===== config.mk =====
export PLATFORM = sky130hd
export DESIGN_NAME = fir_frame_seq
export DESIGN_NICKNAME = d
export VERILOG_FILES = /design/src/rtl/fir_frame_seq.sv
export SDC_FILE = /design/constraint.sdc
export NUM_CORES = 1
export LEC_CHECK = 0
export BUFFER_PORTS_ARGS = -buffer_cell sky130_fd_sc_hd__buf_2
export CAP_MARGIN = 20
export CORE_MARGIN = 5
export CORE_UTILIZATION = 51
export DETAILED_ROUTE_END_ITERATION = 7
export PLACE_DENSITY = 0.73
export SETUP_SLACK_MARGIN = 0.5
export SYNTH_ARGS = -nofsm -noshare
export SYNTH_HDL_FRONTEND = slang
export SYNTH_SLANG_ARGS = --single-unit

===== constraint.sdc =====
create_clock -name clk -period 46.5 [get_ports clk]
set_input_delay 2.325 -clock clk [delete_from_list [all_inputs] [get_ports clk]]
set_output_delay 2.325 -clock clk [all_outputs]
set_load 0.05 [all_outputs]

===== src/rtl/fir_frame_seq.sv =====
// fir_frame_seq: sequences one frame of FRAME_LEN samples into an external FIR and packs its outputs into blocks.
// Latency: the FIR sees each sample one cycle after acceptance; blk_valid follows the closing capture by one cycle.
// Backpressure: none. The FIR cannot stall, so FILL takes one sample per cycle and inserts zeros when in_valid is low.
//
// Ports:
//   clk, rst              single clock, asynchronous active-high reset
//   start                 frame request, honoured only in IDLE
//   in_valid/in_data      input sample stream (signed Q7.8); in_ready is high exactly in FILL
//   fir_clr               one-cycle FIR clear pulse, issued in CLR
//   data_valid/data       registered sample stream driven into the FIR
//   fir_valid/fir_d       FIR output stream, captured only in FILL and FLUSH
//   blk_valid/blk_data/blk_idx   completed block (word k = k-th output, k=0 oldest) and its index
//   frame_done            one-cycle pulse in DONE, coincident with the final blk_valid
//   busy                  high whenever the FSM is not in IDLE
//   underrun              sticky flag, set by any FILL cycle with in_valid low, cleared in CLR
module fir_frame_seq #(
  parameter int FRAME_LEN = 1024,
  parameter int BLK_LEN   = 16,
  localparam int NBLK  = FRAME_LEN / BLK_LEN,
  localparam int IDX_W = (NBLK > 1) ? $clog2(NBLK) : 1,
  localparam int BLK_W = 16 * BLK_LEN
) (
  input  logic              clk,
  input  logic              rst,
  input  logic              start,
  input  logic              in_valid,
  input  logic [15:0]       in_data,
  output logic              in_ready,
  output logic              fir_clr,
  output logic              data_valid,
  output logic [15:0]       data,
  input  logic              fir_valid,
  input  logic [15:0]       fir_d,
  output logic              blk_valid,
  output logic [BLK_W-1:0]  blk_data,
  output logic [IDX_W-1:0]  blk_idx,
  output logic              frame_done,
  output logic              busy,
  output logic              underrun
);

  // One extra bit so the output counter can hold FRAME_LEN itself without wrapping.
  localparam int CNT_W = $clog2(FRAME_LEN + 1);
  localparam int PK_W  = (BLK_LEN > 1) ? $clog2(BLK_LEN) : 1;

  typedef enum logic [2:0] {
    S_IDLE,
    S_CLR,
    S_FILL,
    S_FLUSH,
    S_DONE
  } state_t;

  state_t             state_q, state_d;
  logic [CNT_W-1:0]   smp_cnt_q, smp_cnt_d;
  logic [CNT_W-1:0]   out_cnt_q, out_cnt_d;
  logic [PK_W-1:0]    pk_cnt_q, pk_cnt_d;
  logic [IDX_W-1:0]   blk_cnt_q, blk_cnt_d;
  logic [BLK_W-1:0]   pack_q, pack_d;
  logic [BLK_W-1:0]   blk_data_q, blk_data_d;
  logic [IDX_W-1:0]   blk_idx_q, blk_idx_d;
  logic               blk_valid_q, blk_valid_d;
  logic [15:0]        data_q, data_d;
  logic               data_valid_q, data_valid_d;
  logic               underrun_q, underrun_d;

  logic               capture;
  logic [BLK_W-1:0]   pack_shift;

  // Outputs are captured only while the frame is running and never beyond FRAME_LEN.
  assign capture = ((state_q == S_FILL) || (state_q == S_FLUSH)) && fir_valid &&
                   (out_cnt_q != CNT_W'(FRAME_LEN));

  // New output enters at the top word, so after BLK_LEN shifts the oldest sits in word 0.
  assign pack_shift = BLK_W'({fir_d, pack_q} >> 16);

  always_comb begin
    state_d      = state_q;
    smp_cnt_d    = smp_cnt_q;
    out_cnt_d    = out_cnt_q;
    pk_cnt_d     = pk_cnt_q;
    blk_cnt_d    = blk_cnt_q;
    pack_d       = pack_q;
    blk_data_d   = blk_data_q;
    blk_idx_d    = blk_idx_q;
    blk_valid_d  = 1'b0;
    data_d       = 16'd0;
    data_valid_d = 1'b0;
    underrun_d   = underrun_q;

    case (state_q)
      S_IDLE: begin
        if (start) state_d = S_CLR;
      end
      S_CLR: begin
        smp_cnt_d  = '0;
        out_cnt_d  = '0;
        pk_cnt_d   = '0;
        blk_cnt_d  = '0;
        pack_d     = '0;
        underrun_d = 1'b0;
        state_d    = S_FILL;
      end
      S_FILL: begin
        // The FIR is fed every cycle; a missing sample becomes a zero.
        data_valid_d = 1'b1;
        if (in_valid) begin
          data_d = in_data;
        end else begin
          underrun_d = 1'b1;
        end
        smp_cnt_d = smp_cnt_q + 1'b1;
        if (smp_cnt_q == CNT_W'(FRAME_LEN - 1)) state_d = S_FLUSH;
      end
      S_FLUSH: begin
      end
      S_DONE: begin
        state_d = S_IDLE;
      end
      default: begin
        state_d = S_IDLE;
      end
    endcase

    if (capture) begin
      pack_d    = pack_shift;
      out_cnt_d = out_cnt_q + 1'b1;
      if (pk_cnt_q == PK_W'(BLK_LEN - 1)) begin
        pk_cnt_d    = '0;
        blk_valid_d = 1'b1;
        blk_data_d  = pack_shift;
        blk_idx_d   = blk_cnt_q;
        blk_cnt_d   = blk_cnt_q + 1'b1;
      end else begin
        pk_cnt_d = pk_cnt_q + 1'b1;
      end
      // The last output closes the frame, even if it lands while still in FILL.
      if (out_cnt_q == CNT_W'(FRAME_LEN - 1)) state_d = S_DONE;
    end
  end

  always_ff @(posedge clk or posedge rst) begin
    if (rst) begin
      state_q      <= S_IDLE;
      smp_cnt_q    <= '0;
      out_cnt_q    <= '0;
      pk_cnt_q     <= '0;
      blk_cnt_q    <= '0;
      pack_q       <= '0;
      blk_data_q   <= '0;
      blk_idx_q    <= '0;
      blk_valid_q  <= 1'b0;
      data_q       <= 16'd0;
      data_valid_q <= 1'b0;
      underrun_q   <= 1'b0;
    end else begin
      state_q      <= state_d;
      smp_cnt_q    <= smp_cnt_d;
      out_cnt_q    <= out_cnt_d;
      pk_cnt_q     <= pk_cnt_d;
      blk_cnt_q    <= blk_cnt_d;
      pack_q       <= pack_d;
      blk_data_q   <= blk_data_d;
      blk_idx_q    <= blk_idx_d;
      blk_valid_q  <= blk_valid_d;
      data_q       <= data_d;
      data_valid_q <= data_valid_d;
      underrun_q   <= underrun_d;
    end
  end

  assign in_ready   = (state_q == S_FILL);
  assign fir_clr    = (state_q == S_CLR);
  assign busy       = (state_q != S_IDLE);
  assign frame_done = (state_q == S_DONE);
  assign data       = data_q;
  assign data_valid = data_valid_q;
  assign blk_valid  = blk_valid_q;
  assign blk_data   = blk_data_q;
  assign blk_idx    = blk_idx_q;
  assign underrun   = underrun_q;

endmodule


==> summary.md <==
| Metric | Value |
|---|---|
| Vias in the first global route | `about 13000` |
| Final instance area | `between 0.02 and 0.025 sq mm` |
| Sinks on Clock Net | `about 560` |
| Synthesized Nets | `about 1300` |
| Netlist Area Pre-Place | `slightly above 0.02 sq mm` |
| Area growth syn-to-layout | `18.96%` |
| # fillers | `about 3000` |
| Number of max-cap violations | `0` |
| Synth Area per Inst | `between 15 and 20 sq um` |
| Number of flops mapped to enable cells by yosys | `0` |
| Initial antenna violation count | `0` |
| Actual slew at the worst max-slew pin | `about 1.1 ns` |
| N_diodes | `0` |
| Initial core utilization | `0.5148` |
| PostCTS Resize Cnt | `0` |
| Post-synth ARST share | `1.000` |
| CP max stage cell | `buf_4` |
| Synth top area share | `0.6802` |
| CP Data Required Time | `46.97 ns` |
| Pwr Density | `roughly 57 mW/mm^2` |
| Netlist cell types | `48` |
| Finish-stage setup viols | `0` |
| Drt pass-1 iters | `5` |
| Global Route Usage Sum | `0.2101` |
| Fin crit share | `0.1092` |
| Number of synthesis warnings | `0` |
| Clock skew | `0.02707 ns` |
| Synthesized instance count | `between 1000 and 1500` |
| Vias per cell | `about 5.7` |
| Die area | `0.04421 sq mm` |
| Core area | `~0.040 sq mm` |
| H-tree depth | `2` |
| Seq/Total Area, Yosys | `0.6802` |
| Worst path most repeated cell | `buf_4` |
| Skew-Pair Late Insertion Delay | `0.60 ns` |
| Tmin final | `a little over 5 ns` |
| Critical Path Source Type | `input port` |
| Worst slew margin | `0.2687` |
| Arrival time of the worst setup path | `between 5 and 6 ns` |
| CTS tree | `built` |
| Global route overflow | `0` |
| Most frequent cells in the layout | `dfrtp_1 (556), buf_2 (321), a22o_1 (245), mux2_2 (241), clkbuf_16 (55)` |
| Post-route setup TNS | `0 ns` |
| First-pass GRT wire length | `74730 um` |
| Max IR drop VDD | `0.00004009 V` |
| Clk slew on worst S/H paths | `approximately 0.060 ns` |
| DIE WIDTH | `210.3 um` |
| Post-CTS Setup Inserts | `0` |
| Dominant cells by area after synthesis | `dfrtp_1 (68%), mux2_2 (13%), a22o_1 (10%), mux2_1 (1.2%), buf_2 (0.86%)` |
| Top FF cell, synth | `dfrtp_1` |
| Met2 wire length | `about 22000 um` |
| Post-DRT Antenna Nets | `0` |
| Fin nets | `about 1700` |
| Critical Path Sink Type | `flop` |
| Routed vias | `roughly 12000` |
| Met3 wire len | `3291 um` |
| Placed instance area | `about 0.022 sq mm` |
| Fraction of layout cells with a size suffix above 1 | `0.4130` |
| Crit Path Max Fanout | `70` |
| RSZ-0062 raised after global routing | `false` |
| Std-Cell Rows | `73` |
| Hold WC Path Type | `flop to flop` |
| Yosys reg bits | `556` |
| DRC | `0` |
| Commonest non-fill, non-tap cell in the layout | `dfrtp_1` |
| Final Hold Fails | `0` |
| DRT iter0 DRCs | `916` |
| Fmax | `~200 MHz` |
| Highest routed layer | `met4` |
| Met1 WL | `20390 um` |
| Final weighted congestion in routability-driven placement | `roughly 0.82` |
| Largest net degree at the start of global routing | `185` |
| Cts bufs inserted | `54` |
| DR WL/cell | `between 20 and 25 um` |
| Total Wirelength | `between 40000 and 50000 um` |
| Setup Crit Path Kind | `input port to flop` |
| Buffers on Ports | `321` |
| I/O Pins | `approximately 320` |
| CTS root buf | `clkbuf_16` |
| Crit path cell chain | `buf_2 -> nand3b_1 -> a31oi_4 -> buf_4 -> nand2_4 -> buf_4 -> buf_4 -> mux2_2` |
| Detail Placement HPWL | `around 30000 um` |
| Status | `finished clean` |
| Slew Limit Fails | `0` |
| Leakage power | `about 13 nW` |
| Die outline height | `approximately 210 um` |
| Max Buffers Root-to-Sink | `3` |
| CTS hold repair buffers | `0` |
| Top cell type by total area after synthesis | `dfrtp_1` |
| Slowest stage delay, CP | `0.81 ns` |
==> synth_stat cells, drive strengths merged (2+ instances only) <==
| library cell | instances |
|---|---|
| and3 | 20 |
| inv | 8 |
| nand4 | 7 |
| a211o | 2 |
| o31ai | 4 |
| dfrtp | 556 |
| a22o | 245 |
| buf | 56 |
| or4 | 2 |
| mux2 | 262 |
| a31oi | 2 |
| nand3 | 14 |
| nor2 | 9 |
| and2 | 4 |
| o311ai | 4 |
| nor3 | 4 |
| a21oi | 5 |
| and4 | 2 |
| mux2i | 7 |
| nor3b | 2 |
| nor4b | 2 |
| clkbuf | 33 |
| xor2 | 2 |
| o211ai | 4 |
| nand2 | 20 |
| o21ai | 12 |
| ha | 5 |
==> where the power goes <==
group / leakage, nW / total [mW] / internal (mW) / switching, mW
sequential: 7.50 / 0.627 / 0.564 / 0.0637
combinational: 4.72 / 0.323 / 0.0939 / 0.229
clock: 0.908 / 0.441 / 0.258 / 0.182
total: 13.1 / 1.39 / 0.916 / 0.475
==> area by class of cell <==
| class | count | area [sq um] | area share |
|---|---|---|---|
| Inverter | 9 | 46.29 | 0.001903 |
| Timing Repair Buffer | 339 | 1814 | 0.07456 |
| Sequential cell | 556 | 13910 | 0.5718 |
| Clock inverter | 19 | 167.7 | 0.006891 |
| Clock buffer | 81 | 1664 | 0.06839 |
| Tap cell | 525 | 656.9 | 0.02700 |
| Multi-Input combinational cell | 652 | 6070 | 0.2494 |
==> registers in the layout (all words and copies together), names as in the netlist <==
register,flops
pk_cnt_q,4
pack_q,240
underrun,1
blk_cnt_q,6
data_valid,1
data,16
blk_data,256
state_q,3
out_cnt_q,11
smp_cnt_q,11
blk_valid,1
blk_idx,6
==> per-layer routing <==
layer / track usage / vias to the layer above
li1: - / 5490
met1: 0.2999 / 6512
met2: 0.3242 / 320
met3: 0.05909 / 64
met5: 0 / -
met4: 0.05333 / 0
==> worst paths after layout <==
path | from | endpoint | depth (start not counted) | slack, ns
setup / recovery | fir_valid | blk_data[110]$_DFFE_PP0P_ | 8 | 41.42
min in group asynchronous | rst | blk_idx[1]$_DFFE_PP0P_ | 2 | 1.93
hold / removal | blk_data[248]$_DFFE_PP0P_ | blk_data[248]$_DFFE_PP0P_ | 1 | 0.49
max in group asynchronous | rst | pack_q[99]$_DFFE_PP0P_ | 8 | 42.16
hold reg to reg | blk_data[248]$_DFFE_PP0P_ | blk_data[248]$_DFFE_PP0P_ | 1 | 0.49
setup reg to reg | out_cnt_q[0]$_DFFE_PP0P_ | blk_data[110]$_DFFE_PP0P_ | 9 | 42.29
==> per-stage QoR <==
step	worst slack [ns]	instances	hold slack, ns	util	total power [mW]
2_1_floorplan	28.63	1306	0.4378	-	0.8641
3_3_place_gp	40.37	2078	0.4621	0.5642	0.9514
3_5_place_dp	40.31	2078	0.4744	0.5642	0.9588
4_1_cts	40.97	2178	0.4884	0.6103	1.403
5_1_grt	41.24	2181	0.5139	0.6124	1.449
6_report	41.42	2181	0.4875	0.6124	1.391
==> worst max-delay path: cells and delay by family <==
| kind | cells | cell delay, ns |
|---|---|---|
| mux | 1 | 0.42 |
| compound gates | 1 | 0.05 |
| buf+inv | 4 | 1.87 |
| simple gates | 2 | 0.74 |
==> cells by family after synthesis <==
kind of cell	count (synthesis)	share of synthesized area
buf+inv	98	0.02422
compound gates	282	0.1171
simple gates	94	0.02685
xor+xnor	2	0.0008565
flops	556	0.6802
fa+ha+maj	5	0.003058
mux	269	0.1477
(Power assumes the default switching activity.)
